===== config.mk =====
export PLATFORM = sky130hd
export DESIGN_NAME = king_scsi_xfer
export DESIGN_NICKNAME = d
export VERILOG_FILES = /design/src/rtl/king_scsi_pkg.sv /design/src/rtl/king_sync_fifo.sv /design/src/rtl/king_scsi_xfer.sv
export SDC_FILE = /design/constraint.sdc
export NUM_CORES = 1
export LEC_CHECK = 0
export CAP_MARGIN = 30
export CORE_AREA = 2 2 112 114
export CTS_BUF_LIST = sky130_fd_sc_hd__clkbuf_16
export DETAILED_ROUTE_END_ITERATION = 7
export DIE_AREA = 0 0 114 116
export GPL_ROUTABILITY_DRIVEN = 0
export SLEW_MARGIN = 25
export SYNTH_ARGS = -nofsm -noshare
export SYNTH_HDL_FRONTEND = slang
export SYNTH_SLANG_ARGS = --single-unit

===== constraint.sdc =====
create_clock -name CLK -period 4.1 [get_ports CLK]
set_clock_uncertainty 0.2 [all_clocks]
set_input_delay 0.82 -clock CLK [delete_from_list [all_inputs] [get_ports CLK]]
set_output_delay 0.82 -clock CLK [all_outputs]
set_load 0.01 [all_outputs]

===== src/rtl/king_scsi_pkg.sv =====
`default_nettype none
// ============================================================================
// Module  : king_scsi_pkg
// Brief   : Shared types and constants for the KING SCSI data-phase engine.
// Revision: 1.0 - initial release
// ============================================================================
package king_scsi_pkg;

  typedef enum logic [2:0] {
    ST_IDLE     = 3'd0,
    ST_WAIT_REQ = 3'd1,
    ST_ACK_ON   = 3'd2,
    ST_ACK_OFF  = 3'd3,
    ST_FINISH   = 3'd4
  } king_xfer_state_t;

  localparam logic DIR_RX = 1'b1;
  localparam logic DIR_TX = 1'b0;

  localparam int c_ACK_ASSERT_CYC_DFLT = 2;
  localparam int c_ACK_NEGATE_CYC_DFLT = 2;

endpackage
`default_nettype wire


===== src/rtl/king_sync_fifo.sv =====
`default_nettype none
// ============================================================================
// Module  : king_sync_fifo
// Brief   : First-word fall-through synchronous FIFO with exact occupancy.
// Revision: 1.0 - initial release
// ============================================================================
module king_sync_fifo #(
  parameter int DEPTH = 8,
  parameter int WIDTH = 8
) (
  input  logic                     CLK,
  input  logic                     RESn,
  input  logic                     i_ce,
  input  logic                     i_push,
  input  logic [WIDTH-1:0]         i_push_data,
  input  logic                     i_pop,
  output logic [WIDTH-1:0]         o_head,
  output logic [$clog2(DEPTH):0]   o_level,
  output logic                     o_full,
  output logic                     o_empty
);

  localparam int c_AW = $clog2(DEPTH);
  localparam int c_LW = c_AW + 1;

  logic [WIDTH-1:0] r_mem [DEPTH];
  logic [c_AW-1:0]  r_wr_ptr;
  logic [c_AW-1:0]  r_rd_ptr;
  logic [c_LW-1:0]  r_level;
  logic             w_do_push;
  logic             w_do_pop;

  assign o_full    = (r_level == c_LW'(DEPTH));
  assign o_empty   = (r_level == '0);
  assign w_do_push = i_ce & i_push & ~o_full;
  assign w_do_pop  = i_ce & i_pop & ~o_empty;
  assign o_head    = r_mem[r_rd_ptr];
  assign o_level   = r_level;

  // Storage is not reset; pointer reset alone discards the contents.
  always_ff @(posedge CLK) begin
    if (w_do_push) r_mem[r_wr_ptr] <= i_push_data;
  end

  always_ff @(posedge CLK or negedge RESn) begin
    if (!RESn) begin
      r_wr_ptr <= '0;
      r_rd_ptr <= '0;
      r_level  <= '0;
    end else begin
      if (w_do_push) r_wr_ptr <= r_wr_ptr + 1'b1;
      if (w_do_pop)  r_rd_ptr <= r_rd_ptr + 1'b1;
      r_level <= r_level + c_LW'(w_do_push) - c_LW'(w_do_pop);
    end
  end

endmodule
`default_nettype wire


===== src/rtl/king_scsi_xfer.sv =====
`default_nettype none
// ============================================================================
// Module  : king_scsi_xfer
// Brief   : SCSI data-phase REQ/ACK transfer engine between bus and byte FIFO.
//           Optional phase check: define KING_SCSI_XFER_PHASE_CHK_EN.
// Revision: 1.0 - initial release
// ============================================================================
module king_scsi_xfer
  import king_scsi_pkg::*;
#(
  parameter int FIFO_DEPTH     = 8,
  parameter int CNT_W          = 16,
  parameter int ACK_ASSERT_CYC = c_ACK_ASSERT_CYC_DFLT,
  parameter int ACK_NEGATE_CYC = c_ACK_NEGATE_CYC_DFLT
) (
  input  logic                          CLK,
  input  logic                          RESn,
  input  logic                          CE,
  input  logic                          START,
  input  logic                          DIR,
  input  logic [CNT_W-1:0]              LEN,
  input  logic                          ABORT,
  output logic                          BUSY,
  output logic                          DONE,
  output logic                          ERR,
  output logic [CNT_W-1:0]              CNT_REM,
  input  logic                          FIFO_RD,
  output logic [7:0]                    FIFO_RDATA,
  input  logic                          FIFO_WR,
  input  logic [7:0]                    FIFO_WDATA,
  output logic [$clog2(FIFO_DEPTH):0]   FIFO_LVL,
  input  logic [7:0]                    SCSI_DI,
  output logic [7:0]                    SCSI_DO,
  output logic                          SCSI_DOE,
  output logic                          SCSI_ACKn,
  input  logic                          SCSI_REQn,
  input  logic                          SCSI_IOn
);

  king_xfer_state_t r_state, w_state_nxt;
  logic             r_req_q;
  logic             r_dir;
  logic             r_err;
  logic             r_abort_pend;
  logic [CNT_W-1:0] r_cnt;
  logic [3:0]       r_tmr;
  logic             w_full, w_empty, w_ready, w_phase_err;
  logic             w_ack_done, w_neg_done, w_err_set;
  logic             w_eng_push, w_eng_pop, w_busy, w_rx_active, w_tx_active;
  logic             w_fifo_push, w_fifo_pop;
  logic [7:0]       w_push_data, w_head;

  assign w_busy      = (r_state == ST_WAIT_REQ) || (r_state == ST_ACK_ON) ||
                       (r_state == ST_ACK_OFF);
  assign w_rx_active = w_busy && (r_dir == DIR_RX);
  assign w_tx_active = w_busy && (r_dir == DIR_TX);
  assign w_ready     = (r_dir == DIR_RX) ? ~w_full : ~w_empty;
  assign w_ack_done  = (r_tmr >= 4'(ACK_ASSERT_CYC - 1)) && !r_req_q;
  assign w_neg_done  = (r_tmr >= 4'(ACK_NEGATE_CYC - 1));

`ifdef KING_SCSI_XFER_PHASE_CHK_EN
  // SCSI_IOn low means target->initiator, which must match a receive.
  assign w_phase_err = r_req_q && (SCSI_IOn == r_dir);
`else
  assign w_phase_err = 1'b0;
`endif

  always_comb begin
    w_state_nxt = r_state;
    w_eng_push  = 1'b0;
    w_eng_pop   = 1'b0;
    w_err_set   = 1'b0;
    case (r_state)
      ST_IDLE: if (START) w_state_nxt = ST_WAIT_REQ;
      ST_WAIT_REQ: begin
        if (ABORT) begin
          w_state_nxt = ST_FINISH;
        end else if (w_phase_err) begin
          w_err_set   = 1'b1;
          w_state_nxt = ST_FINISH;
        end else if (r_req_q && w_ready) begin
          w_state_nxt = ST_ACK_ON;
          w_eng_push  = (r_dir == DIR_RX);
        end
      end
      ST_ACK_ON: if (w_ack_done) begin
        w_state_nxt = ST_ACK_OFF;
        w_eng_pop   = (r_dir == DIR_TX);
      end
      ST_ACK_OFF: if (w_neg_done) begin
        w_state_nxt = ((r_cnt == '0) || r_abort_pend || ABORT) ? ST_FINISH : ST_WAIT_REQ;
      end
      ST_FINISH: w_state_nxt = ST_IDLE;
      default:   w_state_nxt = ST_IDLE;
    endcase
  end

  always_ff @(posedge CLK or negedge RESn) begin
    if (!RESn) begin
      r_state      <= ST_IDLE;
      r_req_q      <= 1'b0;
      r_dir        <= DIR_TX;
      r_err        <= 1'b0;
      r_abort_pend <= 1'b0;
      r_cnt        <= '0;
      r_tmr        <= '0;
    end else if (CE) begin
      r_state <= w_state_nxt;
      r_req_q <= ~SCSI_REQn;
      // Cycles spent in the current state, saturating.
      if (w_state_nxt != r_state) r_tmr <= '0;
      else if (r_tmr != 4'hF)     r_tmr <= r_tmr + 1'b1;
      if (r_state == ST_IDLE && START) begin
        r_cnt        <= LEN;
        r_dir        <= DIR;
        r_err        <= 1'b0;
        r_abort_pend <= 1'b0;
      end
      if (r_state == ST_ACK_ON && w_ack_done) r_cnt <= r_cnt - 1'b1;
      if (w_err_set) r_err <= 1'b1;
      if ((r_state == ST_ACK_ON || r_state == ST_ACK_OFF) && ABORT) r_abort_pend <= 1'b1;
    end
  end

  // The engine owns the push side on receive and the pop side on transmit.
  assign w_fifo_push = w_rx_active ? w_eng_push : FIFO_WR;
  assign w_push_data = w_rx_active ? SCSI_DI    : FIFO_WDATA;
  assign w_fifo_pop  = w_tx_active ? w_eng_pop  : FIFO_RD;

  king_sync_fifo #(
    .DEPTH (FIFO_DEPTH),
    .WIDTH (8)
  ) u_fifo (
    .CLK         (CLK),
    .RESn        (RESn),
    .i_ce        (CE),
    .i_push      (w_fifo_push),
    .i_push_data (w_push_data),
    .i_pop       (w_fifo_pop),
    .o_head      (w_head),
    .o_level     (FIFO_LVL),
    .o_full      (w_full),
    .o_empty     (w_empty)
  );

  assign BUSY       = w_busy;
  assign DONE       = (r_state == ST_FINISH);
  assign ERR        = r_err;
  assign CNT_REM    = r_cnt;
  assign FIFO_RDATA = w_head;
  assign SCSI_DO    = w_tx_active ? w_head : 8'h00;
  assign SCSI_DOE   = w_tx_active & SCSI_IOn;
  assign SCSI_ACKn  = (r_state != ST_ACK_ON);

endmodule
`default_nettype wire


* Word level (Yosys, flattened, before mapping)
Memory sizes are Yosys's and may differ from the RTL's. Cells that the tools add are included.
Word-level totals: memories 1, flip-flop bits (word level) 36, word-level logic and storage cells 82, RAM bits 64, input port bits 42
Memories:
- u_fifo.r_mem | depth 8, bits a word 8, read ports 1, clocked after memory_dff 0, wr ports 1, RTL line king_sync_fifo.sv:26 | logic [WIDTH-1:0] r_mem [DEPTH];
Cells by class: bitwise operators 9, multiplexer cells 25, add/subtract/negate cells 6, reduce and logical (&&, ||, !) cells 23, eq/ne operators 8, magnitude comparators 1
Operators by type and width (count):
- $mux 16 | 2
- $mux 3 | 6
- $logic_not 16->1 | 1
- $mux 8 | 2
- $sub 16x1->16 const B | 1
- $mux 1 | 12
- $pmux 3 s4 | 1
- $mux 4 | 2
- $reduce_and 2->1 | 4
- $logic_and 1x1->1 | 7
- $add 3x1->3 const B | 2
- $eq 3x2->1 const B | 2
- $reduce_bool 2->1 | 3
- $and 1x1->1 | 5
- $logic_or 1x1->1 | 5
- $add 4x1->4 | 1
- $add 4x1->4 const B | 1
- $eq 4x4->1 const B | 1
- $ge 4x1->1 const B | 1
- $logic_not 4->1 | 1
- $ne 4x4->1 const B | 1
- $not 1->1 | 4
- $sub 4x1->4 | 1
- $eq 3x1->1 const B | 1
- 5 further kinds | 5

* Logic depth before layout (Yosys ltp)
depth after elaboration 12, depth in mapped cells 11, mapped depth without buffers 11

* Hierarchy
Synthesis repeated with hierarchy kept, for this count alone.
Second synthesis, totals: cell total of the unflattened synthesis 385, area, all modules 5091.1 sq um
By module, submodules not included:
- king_sync_fifo | sequential area each 2172.1 sq um, cells an instance 149, times used 1, area each 3071.7 sq um
- king_scsi_xfer | sequential area each 650.6 sq um, cells an instance 236, times used 1, area each 2019.4 sq um

* Worst setup path before layout
Ideal clock, no wire load.
kind input -> register, start input ABORT, end memory u_fifo.r_mem[2][0] (enable), stages 5, slack 0.697 ns, setup time 0.385 ns, data arrival time 2.817 ns, path through or4b_4 > a211o_1 > a211oi_4 > nand2b_2 > nor3b_1
Between the ends: longest elaborated chain between the ends 7
Ends and longest elaborated chain:
- start: declaration | RTL line king_scsi_xfer.sv:22 | input logic ABORT,
- $mux 1 | RTL line king_scsi_xfer.sv:76 | if (ABORT) begin
- $mux 1 | RTL line king_scsi_xfer.sv:73 | case (r_state)
- $mux 1 | RTL line king_scsi_xfer.sv:126 | assign w_fifo_push = w_rx_active ? w_eng_push : FIFO_WR;
- $and 1x1->1 (2 in a row) | RTL line king_sync_fifo.sv:35 | assign w_do_push = i_ce & i_push & ~o_full;
- named net u_fifo.w_do_push | RTL line king_sync_fifo.sv:30 | logic w_do_push;
- $mux 1 | RTL line king_sync_fifo.sv:42 | if (w_do_push) r_mem[r_wr_ptr] <= i_push_data;
- $mux 1 (not written as such) | RTL line king_sync_fifo.sv:42
- end: declaration | RTL line king_sync_fifo.sv:26
The timed path passes the listed nets, and every way through them passes these cells.

* Worst setup path in the final report
start register u_fifo.r_rd_ptr[1], end output SCSI_DO[4]
Between the ends: longest elaborated chain between the ends 2
Ends and longest elaborated chain:
- start: declaration | RTL line king_sync_fifo.sv:28 | logic [c_AW-1:0] r_rd_ptr;
- start signal: assignment | RTL line king_sync_fifo.sv:52 | if (w_do_pop) r_rd_ptr <= r_rd_ptr + 1'b1;
- $mem_v2 8x8
- $mux 8 | RTL line king_scsi_xfer.sv:151 | assign SCSI_DO = w_tx_active ? w_head : 8'h00;
- end: declaration | RTL line king_scsi_xfer.sv:33 | output logic [7:0] SCSI_DO,
Every way passes these cells.

==> impl_metrics.yaml <==
status:
  status: "finished, final reports clean"
synthesis:
  synth_top_flop_cell: "edfxtp_1"
  synth_compound_area_frac: 0.109
  yosys.area.top_type: "edfxtp_1"
  syn_nets: 429
  yosysWarnings: 0
  synth-seq-cells: 100
  synthCells: 374
  yosysSeqAreaShare: 0.581
  synthTopCellsByArea: "edfxtp_1, dfrtp_1, mux4_2, mux2_2, a21oi_1"
  synthSimpleGateAreaFrac: 0.101
  synth.area.mux_share: 0.125
  synth_xor_area_frac: 0.0108
  yosys.area.top_type_share: 0.395
  netlist_area_um2: 4860
  synth_edf_count: 64
  synthAdderAreaFrac: 0.0350
  synth_cell_types: 59
  syn_area_per_cell_um2: 13.0
  synth_top_family_by_area: "multiplexers"
  async_flop_share: 0.360
placement:
  dp_hpwl_um: 8090
  numPortBuffers: 81
  placed_cell_area_um2: 5870
  preCtsSetupSlack_ps: 466
  dp.cells: 596
power_and_ir_drop:
  total_power_w: 0.00440
  ir_worst_vdd_mv: 0.272
  p_leak_nw: 2.27
  power.density_nw_per_um2: 711
timing:
  finalSetupTns_ps: 0
  period_needed_ps: 3530
  fmax_mhz: 283
  worst_slew_pin_slew_ps: 828
  fin_ws_ps: 568
  fin_crit_sh: 0.861
  setup_viol: 0
  slew_headroom: 0.448
  finalMaxSlewViolations: 0
  hold_viol_final: 0
  rsz0062_at_grt: "no"
route:
  via_per_inst: 5.49
  ant_nets: 0
  first_iter_violations: 118
  post_drt_wl_per_cell_um: 18.0
  drt_pass1_iterations: 4
  dr_total_vias: 3368
  post-route-drc-count: 0
  m1WireLength_um: 5060
  top_layer: "met4"
  route.met3.wl_um: 511
  drt_wl_total_um: 11000
  wl_met2_um: 5300
layout:
  stdcell_count: 613
  layout-drive-gt1-share: 0.165
  area_growth_syn_to_layout_pct: 27.1
  fin_area_um2: 6180
  n_antenna_cell: 0
  fin_nets: 516
clocking:
  cts-root-buf: "clkbuf_16"
  cts_tree: "built"
  clk_latency_ps: 340
  cts_max_level: 3
  clk_pin_slew_ps: 70
  clk_path_buf_depth: 2
  cts_resized: 0
  cts_buffers: 9
  cts_hold_buf: 0
  clock_sinks: 100
  cts_setup_buffers: 0
floorplan:
  core_um2: 11900
  die_area_um2: 13200
  die_w_um: 114
  die_h_um: 116
  rows: 40
  io_pins: 83
  start_util: 0.408
critical_path:
  crit_path_top_delay_cell: "dfrtp_1"
  cp.required_ps: 3080
  end_kind: "primary output"
  timing.rr.start: "r_tmr[0]"
  startpoint_type: "flop"
  worstSetupPathType: "flop to primary output"
  slowest_delay_ps: 820
  ff2ff_setup_slack_ps: 1050
  arrival_ps: 2510
  r2r_cells: 10
  path_cells: "mux4_2, mux2_2, nor2b_1, clkdlybuf4s50_1"
  r2r_end: "u_fifo.o_level[2]"
  path_max_fanout: 18
grt:
  grt.overflow.total: 0
  grt_pass1_wl_um: 17300
  grt_antenna_before_repair: 0
  first_global_vias: 3204
  grt_usage: 0.173
  grt_max_degree: 37
min_path:
  min_path_type: "input pin to asynchronous set/reset pin"
job:
  max-cap-violations: 0
-- per-layer routing --
metal | vias up | track usage
li1 | 1589 | -
met1 | 1671 | 0.245
met2 | 93 | 0.279
met3 | 15 | 0.0246
met4 | 0 | 0.0537
met5 | - | 0
-- cell usage in the layout, fill, tap and decap left out, types with 3 or more instances in the layout --
| master | instances |
|---|---|
| nor2b_1 | 9 |
| nor2_1 | 13 |
| mux2_2 | 22 |
| edfxtp_1 | 64 |
| nor4b_1 | 3 |
| nor3_1 | 9 |
| xor2_1 | 4 |
| clkdlybuf4s50_1 | 80 |
| and3_1 | 3 |
| nand3_1 | 10 |
| nor3b_1 | 4 |
| ha_1 | 12 |
| inv_1 | 22 |
| o31a_1 | 3 |
| dfrtp_1 | 36 |
| nand4_1 | 4 |
| buf_4 | 15 |
| or3_1 | 3 |
| a21oi_1 | 34 |
| o22ai_1 | 7 |
| o21ai_0 | 12 |
| clkbuf_16 | 9 |
| a21o_1 | 3 |
| nand2_1 | 23 |
| mux4_2 | 16 |
-- worst max-delay path, delay by kind of cell, from the launching register on --
kind,cells,cell delay (ps)
DFF,1,820
muxes,2,740
and+or+nand+nor,1,130
buffers and inverters,1,490
-- worst max-delay path by stage --
stage / startpoint / end / cells past startpoint
2_1_floorplan: ABORT / u_fifo.r_mem[2][0] / 5
3_3_place_gp: ABORT / u_fifo.r_mem[2][4] / 7
3_5_place_dp: ABORT / u_fifo.r_mem[6][3] / 7
4_1_cts: u_fifo.r_rd_ptr[1] / SCSI_DO[6] / 4
5_1_grt: u_fifo.r_rd_ptr[1] / SCSI_DO[3] / 4
6_report: u_fifo.r_rd_ptr[1] / SCSI_DO[4] / 4
-- flip-flops by register name, indices dropped and copies added, names as in the netlist --
name	count
r_abort_pend	1
r_dir	1
u_fifo.r_mem	64
u_fifo.r_wr_ptr	3
u_fifo.r_rd_ptr	3
CNT_REM	16
u_fifo.o_level	4
r_tmr	4
r_state	3
r_req_q	1
-- kinds of logic after synthesis --
logic type	after synthesis
flip-flops	100
AND/OR/NAND/NOR	91
AO/OA/AOI/OAI	82
buffers and inverters	43
multiplexers	38
adder cells (fa/ha/maj)	13
XOR/XNOR	6
other	1
-- metrics by stage --
step / utilization / hold slack [ps]
global route: 0.519 / 270
CTS: 0.517 / 315
detailed placement: 0.492 / 300
finish: 0.519 / 250
global placement: 0.492 / 280
floorplan: - / 267
-- power by group --
| group | leakage [nW] | total (W) | switching (W) | internal [W] |
|---|---|---|---|---|
| combinational | 1.13 | 0.00192 | 0.000898 | 0.00102 |
| clock | 0.134 | 0.000799 | 0.000379 | 0.000421 |
| sequential | 1.01 | 0.00168 | 0.000305 | 0.00137 |
| total | 2.27 | 0.00440 | 0.00158 | 0.00281 |
-- synth_stat cells (7+ instances only) --
master,instances
nor2b_1,9
ha_1,12
a21oi_1,34
nor2_1,13
mux2_2,22
inv_1,22
o22ai_1,7
mux4_2,16
edfxtp_1,64
nor3_1,9
nand2_1,23
nand3_1,10
dfrtp_1,36
clkbuf_1,9
o21ai_0,12
-- final cells by class --
class | count | area (um^2)
well taps | 147 | 184
clock buffers | 9 | 225
multi-input cells | 231 | 1860
inverters | 22 | 82.6
flip-flops and latches | 100 | 2820
repair buffers | 97 | 946
fillers | 1058 | 5730
clock inverters | 7 | 63.8
Note: power is estimated with default switching activity, not from simulation.
